File: config.mk
export PLATFORM = sky130hd
export DESIGN_NAME = apb_master_bridge_n
export DESIGN_NICKNAME = d
export VERILOG_FILES = /design/src/rtl/apb_master_bridge_n.sv
export SDC_FILE = /design/constraint.sdc
export NUM_CORES = 1
export LEC_CHECK = 0
export ABC_AREA = 1
export CORE_ASPECT_RATIO = 0.8
export CORE_MARGIN = 5
export CORE_UTILIZATION = 40
export DETAILED_ROUTE_END_ITERATION = 6
export GPL_ROUTABILITY_DRIVEN = 1
export HOLD_SLACK_MARGIN = 0.08
export PLACE_DENSITY = 0.84
export SYNTH_ARGS = -nofsm -noshare
export SYNTH_HDL_FRONTEND = slang
export SYNTH_SLANG_ARGS = --single-unit
File: constraint.sdc
create_clock -name clk -period 4.2 [get_ports clk]
set_clock_uncertainty 0.1 [all_clocks]
set_input_delay 0.84 -clock clk [delete_from_list [all_inputs] [get_ports clk]]
set_output_delay 0.84 -clock clk [all_outputs]
set_load 0.005 [all_outputs]
File: src/rtl/apb_master_bridge_n.sv
// APB master bridge: one CPU request at a time onto one of NSLV slaves.
// Supports wait states, PSLVERR, bad-select rejection and an ACCESS timeout.
module apb_master_bridge_n #(
  parameter int AW      = 8,
  parameter int DW      = 21,
  parameter int NSLV    = 4,
  parameter int SW      = 2,
  parameter int TIMEOUT = 16
) (
  input  logic               clk,
  input  logic               reset,
  input  logic               req_valid,
  output logic               req_ready,
  input  logic               req_write,
  input  logic [SW-1:0]      req_sel,
  input  logic [AW-1:0]      req_addr,
  input  logic [DW-1:0]      req_wdata,
  output logic               rsp_valid,
  output logic [DW-1:0]      rsp_rdata,
  output logic               rsp_err,
  output logic               rsp_timeout,
  output logic               busy,
  output logic [NSLV-1:0]    PSEL,
  output logic               PENABLE,
  output logic               PWRITE,
  output logic [AW-1:0]      PADDR,
  output logic [DW-1:0]      PWDATA,
  input  logic [NSLV*DW-1:0] PRDATA,
  input  logic [NSLV-1:0]    PREADY,
  input  logic [NSLV-1:0]    PSLVERR
);

  typedef enum logic [1:0] {
    IDLE, SETUP, ACCESS, RESP
  } st_t;

  localparam int CW  = (TIMEOUT > 1) ? $clog2(TIMEOUT) : 1;
  localparam int TM1 = (TIMEOUT > 0) ? TIMEOUT - 1 : 0;
  localparam bit TEN = (TIMEOUT != 0);
  localparam logic [CW-1:0] TLAST = CW'(TM1);
  localparam logic [SW:0]   NS    = (SW+1)'(NSLV);

  st_t st, nst;

  logic            wr_q;
  logic [SW-1:0]   sel_q;
  logic [AW-1:0]   addr_q;
  logic [DW-1:0]   wdata_q;
  logic [DW-1:0]   rd_q;
  logic            err_q;
  logic            to_q;
  logic [CW-1:0]   cnt_q;

  logic            bad;
  logic            acc;
  logic            tmo;
  logic            rdy_s;
  logic            err_s;
  logic [DW-1:0]   rdat_s;
  logic [NSLV-1:0] onehot;

  assign bad = {1'b0, req_sel} >= NS;
  assign acc = req_valid && (st == IDLE);
  assign tmo = TEN && (cnt_q == TLAST);

  // Only the selected slave's response lines are ever looked at.
  always_comb begin
    onehot = '0;
    rdy_s  = 1'b0;
    err_s  = 1'b0;
    rdat_s = '0;
    for (int i = 0; i < NSLV; i++) begin
      if (sel_q == SW'(i)) begin
        onehot[i] = 1'b1;
        rdy_s     = PREADY[i];
        err_s     = PSLVERR[i];
        rdat_s    = PRDATA[i*DW +: DW];
      end
    end
  end

  always_ff @(posedge clk) begin
    if (!reset) st <= IDLE;
    else        st <= nst;
  end

  always_comb begin
    nst = st;
    unique case (st)
      IDLE:    if (req_valid) nst = bad ? RESP : SETUP;
      SETUP:   nst = ACCESS;
      ACCESS:  if (rdy_s || tmo) nst = RESP;
      RESP:    nst = IDLE;
      default: nst = IDLE;
    endcase
  end

  always_comb begin
    req_ready   = (st == IDLE);
    busy        = (st != IDLE);
    PENABLE     = (st == ACCESS);
    PSEL        = (st == SETUP || st == ACCESS) ? onehot : '0;
    PWRITE      = wr_q;
    PADDR       = addr_q;
    PWDATA      = wdata_q;
    rsp_valid   = (st == RESP);
    rsp_rdata   = (st == RESP) ? rd_q : '0;
    rsp_err     = (st == RESP) && err_q;
    rsp_timeout = (st == RESP) && to_q;
  end

  always_ff @(posedge clk) begin
    if (!reset) begin
      wr_q    <= 1'b0;
      sel_q   <= '0;
      addr_q  <= '0;
      wdata_q <= '0;
      rd_q    <= '0;
      err_q   <= 1'b0;
      to_q    <= 1'b0;
      cnt_q   <= '0;
    end else begin
      if (acc) begin
        wr_q    <= req_write;
        sel_q   <= req_sel;
        addr_q  <= req_addr;
        wdata_q <= req_wdata;
        rd_q    <= '0;
        err_q   <= bad;
        to_q    <= 1'b0;
        cnt_q   <= '0;
      end
      if (st == ACCESS) begin
        cnt_q <= cnt_q + 1'b1;
        // A ready slave wins over a timeout in the same cycle.
        if (rdy_s) begin
          rd_q  <= wr_q ? '0 : rdat_s;
          err_q <= err_s;
          to_q  <= 1'b0;
        end else if (tmo) begin
          rd_q  <= '0;
          err_q <= 1'b1;
          to_q  <= 1'b1;
        end
      end
    end
  end

endmodule

==> flow_summary.toml, run 1 <==
[run_status]
status = "finished clean"

[logic_synthesis]
synth-seq-cells = 61
synth_adder_area_share = 0.0173
synth_top_family_by_area = "simple AND/OR/NAND/NOR gates"
synthMuxAreaShare = 0
synthSimpleGateAreaFrac = 0.306
synth_compound_gate_area_share = 0.164
synth_area_um2 = 3620
synth_nets = 739
ys_warn_count = 0
synth_area_per_cell_um2 = 5.96
syn_inst = 607
synthDistinctLibCells = 26
synth_xor_area_frac = 0
ys_seq_area_frac = 0.337

[cts]
cts_resized = 0
cts_sinks = 61
numCtsBuffers = 9
path_clk_slew_ns = 0.05
clock_latency_ns = 0.33
postCtsSetupBuffers = 0
cts_buffer_depth = 2
cts_tree = "done"
htree_levels = 3
ctsHoldBuffers = 0
clock-root-buffer = "clkbuf_16"

[sta]
period_minus_slack_ns = 3.14
tightest_slew_ns = 0.894
setup_ws_ns = 1.06
final-setup-viol-count = 0
setup-tns-final_ns = 0
drv_slew = 0
max_clock_freq_mhz = 319
period_share = 0.747
whs_ns = 0.381
rsz0062_at_grt = "no"
hold_violations = 0
maxSlewHeadroom = 0.403

[global_routing]
grtUsageTotal = 0.224
grt_max_degree = 54
antenna_found_initial = 0
grt_pass1_vias = 4123
grt.overflow.total = 0
grt_pass1_wl_um = 19600

[drt]
drc = 0
first_pass_iters = 5
totalWireLength_um = 12500
ant_nets = 0
viasPerCell = 4.80
drt_iter0_markers = 214
wl_per_cell_um = 14.0
num_vias = 4283

[final_layout]
n_fill_cell = 780
multi_input_area_um2 = 1760
fin_nets = 905
drive_above_1_share = 0.0360
antenna_cells = 0
seqCellArea_um2 = 1220
area_growth_pct = 59.8

[pwr]
power_density_nw_per_um2 = 482
ir_drop_uv = 276
p_leak_nw = 2.65

[placement]
dpl_worst_slack_ns = 1.42
hpwl_um = 9470
io_buffers = 187
gp_congestion = 0.896

[floorplanning]
die_w_um = 116
pin_count = 188
initial_core_util = 0.404
die_h_um = 95.1
coreArea_um2 = 8960
placement_rows = 31
die_area_um2 = 11100

[flow_run]
drv_cap = 0

[setup_path]
cp.arrival_ns = 2.20
crit_path_max_fanout = 24
startpoint_type = "flop"
worst-setup-path-type = "reg2out"
cp-end-kind = "output pin"
cp.required_ns = 3.26

[hold_path]
hold_class = "reg2reg"
registers in the layout, indices dropped and copies added (netlist names):
name    count
st          2
PWRITE      1
cnt_q       4
sel_q       2
to_q        1
PADDR       8
rd_q       21
err_q       1
PWDATA     21
metrics by stage:
stage	area (um2)	power [mW]	util	cells
final	5780	2.79	0.645	893
after global routing	5780	2.99	0.645	893
after CTS	5780	2.79	0.645	892
after detailed placement	5480	2.06	0.612	876
after global placement	5480	2.02	0.612	876
after floorplan	3620	1.52	-	607
area by class of cell:
class,count,area share
Timing Repair Buffer,191,0.329
Multi-Input combinational cell,388,0.305
Sequential cell,61,0.211
Inverter,122,0.0792
Clock buffer,11,0.0402
Tap cell,115,0.0249
Clock inverter,5,0.0106
synth_stat cells:
master	instances	area, um2
a211oi_1	2	15.0
a21oi_1	50	250
a21oi_4	1	16.3
a221oi_1	1	8.76
buf_1	3	11.3
buf_2	3	15.0
buf_4	4	30.0
buf_6	3	33.8
clkbuf_1	23	86.3
dfxtp_1	61	1220
ha_1	5	62.6
inv_1	120	450
inv_2	2	7.51
nand2_1	124	465
nand2_2	1	6.26
nand2_4	1	11.3
nand3_1	46	230
nand3_2	2	20.0
nand3b_1	2	15.0
nor2_1	87	327
nor2_2	1	6.26
nor3_1	3	15.0
o211ai_1	1	7.51
o21ai_0	58	290
o21ai_1	1	5.00
or2_2	2	12.5
critical path, stage by stage, from the launching register on:
cell and delay, ns:
dfxtp_1 0.38, ha_1 0.74, nand2_1 0.14, inv_1 0.10, clkdlybuf4s50_1 0.52
layer usage:
layer / track usage / share of wire
met1: 0.279 / 0.40
met2: 0.369 / 0.48
met3: 0.0533 / 0.081
met4: 0.100 / 0.035
met5: 0 / 0
power by group:
group	switching (mW)	internal [mW]	leakage, nW
Sequential	0.0855	0.714	0.500
Clock	0.260	0.461	0.144
Combinational	0.709	0.557	2.01
Total	1.05	1.73	2.65
cell usage in the layout, fill, tap and decap left out, types with 3 or more instances in the layout:
cell	count
clkdlybuf4s50_1	187
nand2_1	124
inv_1	120
nor2_1	87
dfxtp_1	61
o21ai_0	58
a21oi_1	50
nand3_1	46
clkbuf_16	9
ha_1	5
buf_4	4
nor3_1	3
clkinv_4	3
path summary, 6_finish.rpt:
| path | from | cells after the start | slack (ns) | endpoint |
|---|---|---|---|---|
| worst max-delay path | st[1] | 4 | 1.06 | rsp_rdata[4] |
| worst max register to register | sel_q[1] | 7 | 1.79 | rd_q[2] |
| worst min-delay path | PWDATA[5] | 2 | 0.38 | PWDATA[5] |
| worst min register to register | PWDATA[5] | 2 | 0.38 | PWDATA[5] |
kinds of logic (layout without fill, tap and decap cells):
| kind of cell | after synthesis | in the layout |
|---|---|---|
| fa+ha+maj | 5 | 5 |
| buf+inv | 158 | 329 |
| compound gates | 114 | 114 |
| flops | 61 | 61 |
| simple gates | 269 | 269 |
Power figures use the tool's default switching activity.
==> run 2, diff against run 1 <==
clock period = 3 ns   (was 4.2 ns; I/O delays follow)
==> run 2 against run 1 <==
  * Sequential cell count unchanged
  * Non-clock buffer count rose by 3
  * Count of clock-buffer cells in the layout unchanged
  * Register-to-register slack lost 1.2 ns
  * Core utilization is 0.98 points higher
  * Via count up 0.44%
  * Clock power up 68%
  * Final area up 1.5%
  * Routed wire length shrank 0.70%
  * Worst hold slack better by 0.0013 ns
  * Worst setup slack worse by 0.61 ns
  * Critical path type unchanged
  * Largest cell class unchanged
  * Largest power group unchanged
==> flow_summary.toml, run 2 (synthesis gave the netlist of run 1 again) <==
[global_routing]
grt_pass1_vias = 4040
grtUsageTotal = 0.219
grt.overflow.total = 0
antenna_found_initial = 0
grt_max_degree = 44
grt_pass1_wl_um = 19400

[setup_path]
regToRegSetupSlack_ns = 0.63
cp.arrival_ns = 1.84
worst-setup-path-type = "reg2out"
crit_path_max_fanout = 5
r2r_cells = 7
cp.required_ns = 2.30
startpoint_type = "flop"
r2r-end = "rd_q[19]"
cp-end-kind = "output pin"
worstReg2RegStart = "sel_q[1]"

[placement]
gp_congestion = 0.914
hpwl_um = 9410
io_buffers = 187
dp_cells = 880

[cts]
cts_buffer_depth = 2
clock_latency_ns = 0.32
cts_sinks = 61
clock-root-buffer = "clkbuf_16"
cts_tree = "done"
ctsHoldBuffers = 0
numCtsBuffers = 9
postCtsSetupBuffers = 0
cts_resized = 0
path_clk_slew_ns = 0.05
htree_levels = 3

[drt]
ant_nets = 0
first_pass_iters = 6
drc = 0
wl_per_cell_um = 13.9
num_vias = 4302
viasPerCell = 4.80
totalWireLength_um = 12500
drt_iter0_markers = 345

[floorplanning]
die_area_um2 = 11100
pin_count = 188
die_w_um = 116
placement_rows = 31
initial_core_util = 0.404
die_h_um = 95.1
coreArea_um2 = 8960

[final_layout]
area_growth_pct = 62.2
finish.cell_count_without_fillers = 896
fin_nets = 908
layout_common_cells = "clkdlybuf4s50_1 (187), nand2_1 (124), inv_1 (120)"
drive_above_1_share = 0.0423
antenna_cells = 0
layout_commonest_cell = "clkdlybuf4s50_1"

[sta]
hold_violations = 0
rsz0062_at_grt = "no"
setup-tns-final_ns = 0
final-setup-viol-count = 0
period_share = 0.848
maxSlewHeadroom = 0.448
period_minus_slack_ns = 2.54
max_clock_freq_mhz = 393
drv_slew = 0
tightest_slew_ns = 0.827

[pwr]
ir_drop_uv = 459
p_clk_frac = 0.297
p_leak_nw = 2.69
power_density_nw_per_um2 = 697
switching_share = 0.354
power.switching_mw = 1.45
comb_power_share = 0.430
p_seq_frac = 0.273
internal_power_mw = 2.64

[hold_path]
hold_depth = 2
hold_class = "reg2reg"
min_from = "PADDR[1]"
holdPathEnd = "PADDR[1]"

[run_status]
status = "finished clean"

[flow_run]
drv_cap = 0
run 2: worst max path at each step:
stage | startpoint | to | slack [ns] | cells after the start
after detailed placement | PREADY[1] | rd_q[8] | 0.58 | 7
after global routing | st[1] | PSEL[1] | 0.28 | 5
final | st[1] | PSEL[1] | 0.46 | 5
after global placement | PREADY[1] | err_q | 0.67 | 8
after CTS | st[1] | PSEL[0] | 0.44 | 5
after floorplan | st[1] | rsp_rdata[10] | 1.28 | 4
run 2: through the flow:
stage | instance area, um2 | worst slack (ns) | util | total power [mW] | hold WS [ns]
after floorplan | 3620 | 1.28 | - | 2.13 | 0.337
final | 5870 | 0.456 | 0.655 | 4.09 | 0.382
after detailed placement | 5510 | 0.577 | 0.615 | 2.87 | 0.363
after global placement | 5510 | 0.675 | 0.615 | 2.82 | 0.356
after global routing | 5870 | 0.280 | 0.655 | 4.36 | 0.402
after CTS | 5870 | 0.436 | 0.655 | 4.10 | 0.385
run 2: layout make-up:
class	count	area, um2
fillers	776	3090
well taps	115	144
inverters	122	458
repair buffers	194	1920
clock inverters	5	106
clock buffers	11	253
flip-flops and latches	61	1220
multi-input cells	388	1760
run 2: critical path, stage by stage (launching register included):
cell	delay [ns]
dfxtp_1	0.38
inv_1	0.09
ha_1	0.28
inv_1	0.09
nor3_1	0.15
clkdlybuf4s50_1	0.54
run 2: power groups by stage:
stage          combinational (mW)  clock [mW]  sequential (mW)
6_report                     1.76        1.21             1.12
5_1_grt                      1.95        1.27             1.14
4_1_cts                      1.75        1.23             1.12
3_5_place_dp                 1.73           0             1.13
3_3_place_gp                 1.70           0             1.12
2_1_floorplan                1.01           0             1.11
run 2: per-layer routing:
metal / vias up / wire, um / GRT usage / share of wire
li1: 2186 / - / - / -
met3: 24 / 897 / 0.0406 / 0.072
met1: 1896 / 5070 / 0.278 / 0.41
met5: - / 0 / 0 / 0
met4: 0 / 277 / 0.0686 / 0.022
met2: 196 / 6210 / 0.377 / 0.50
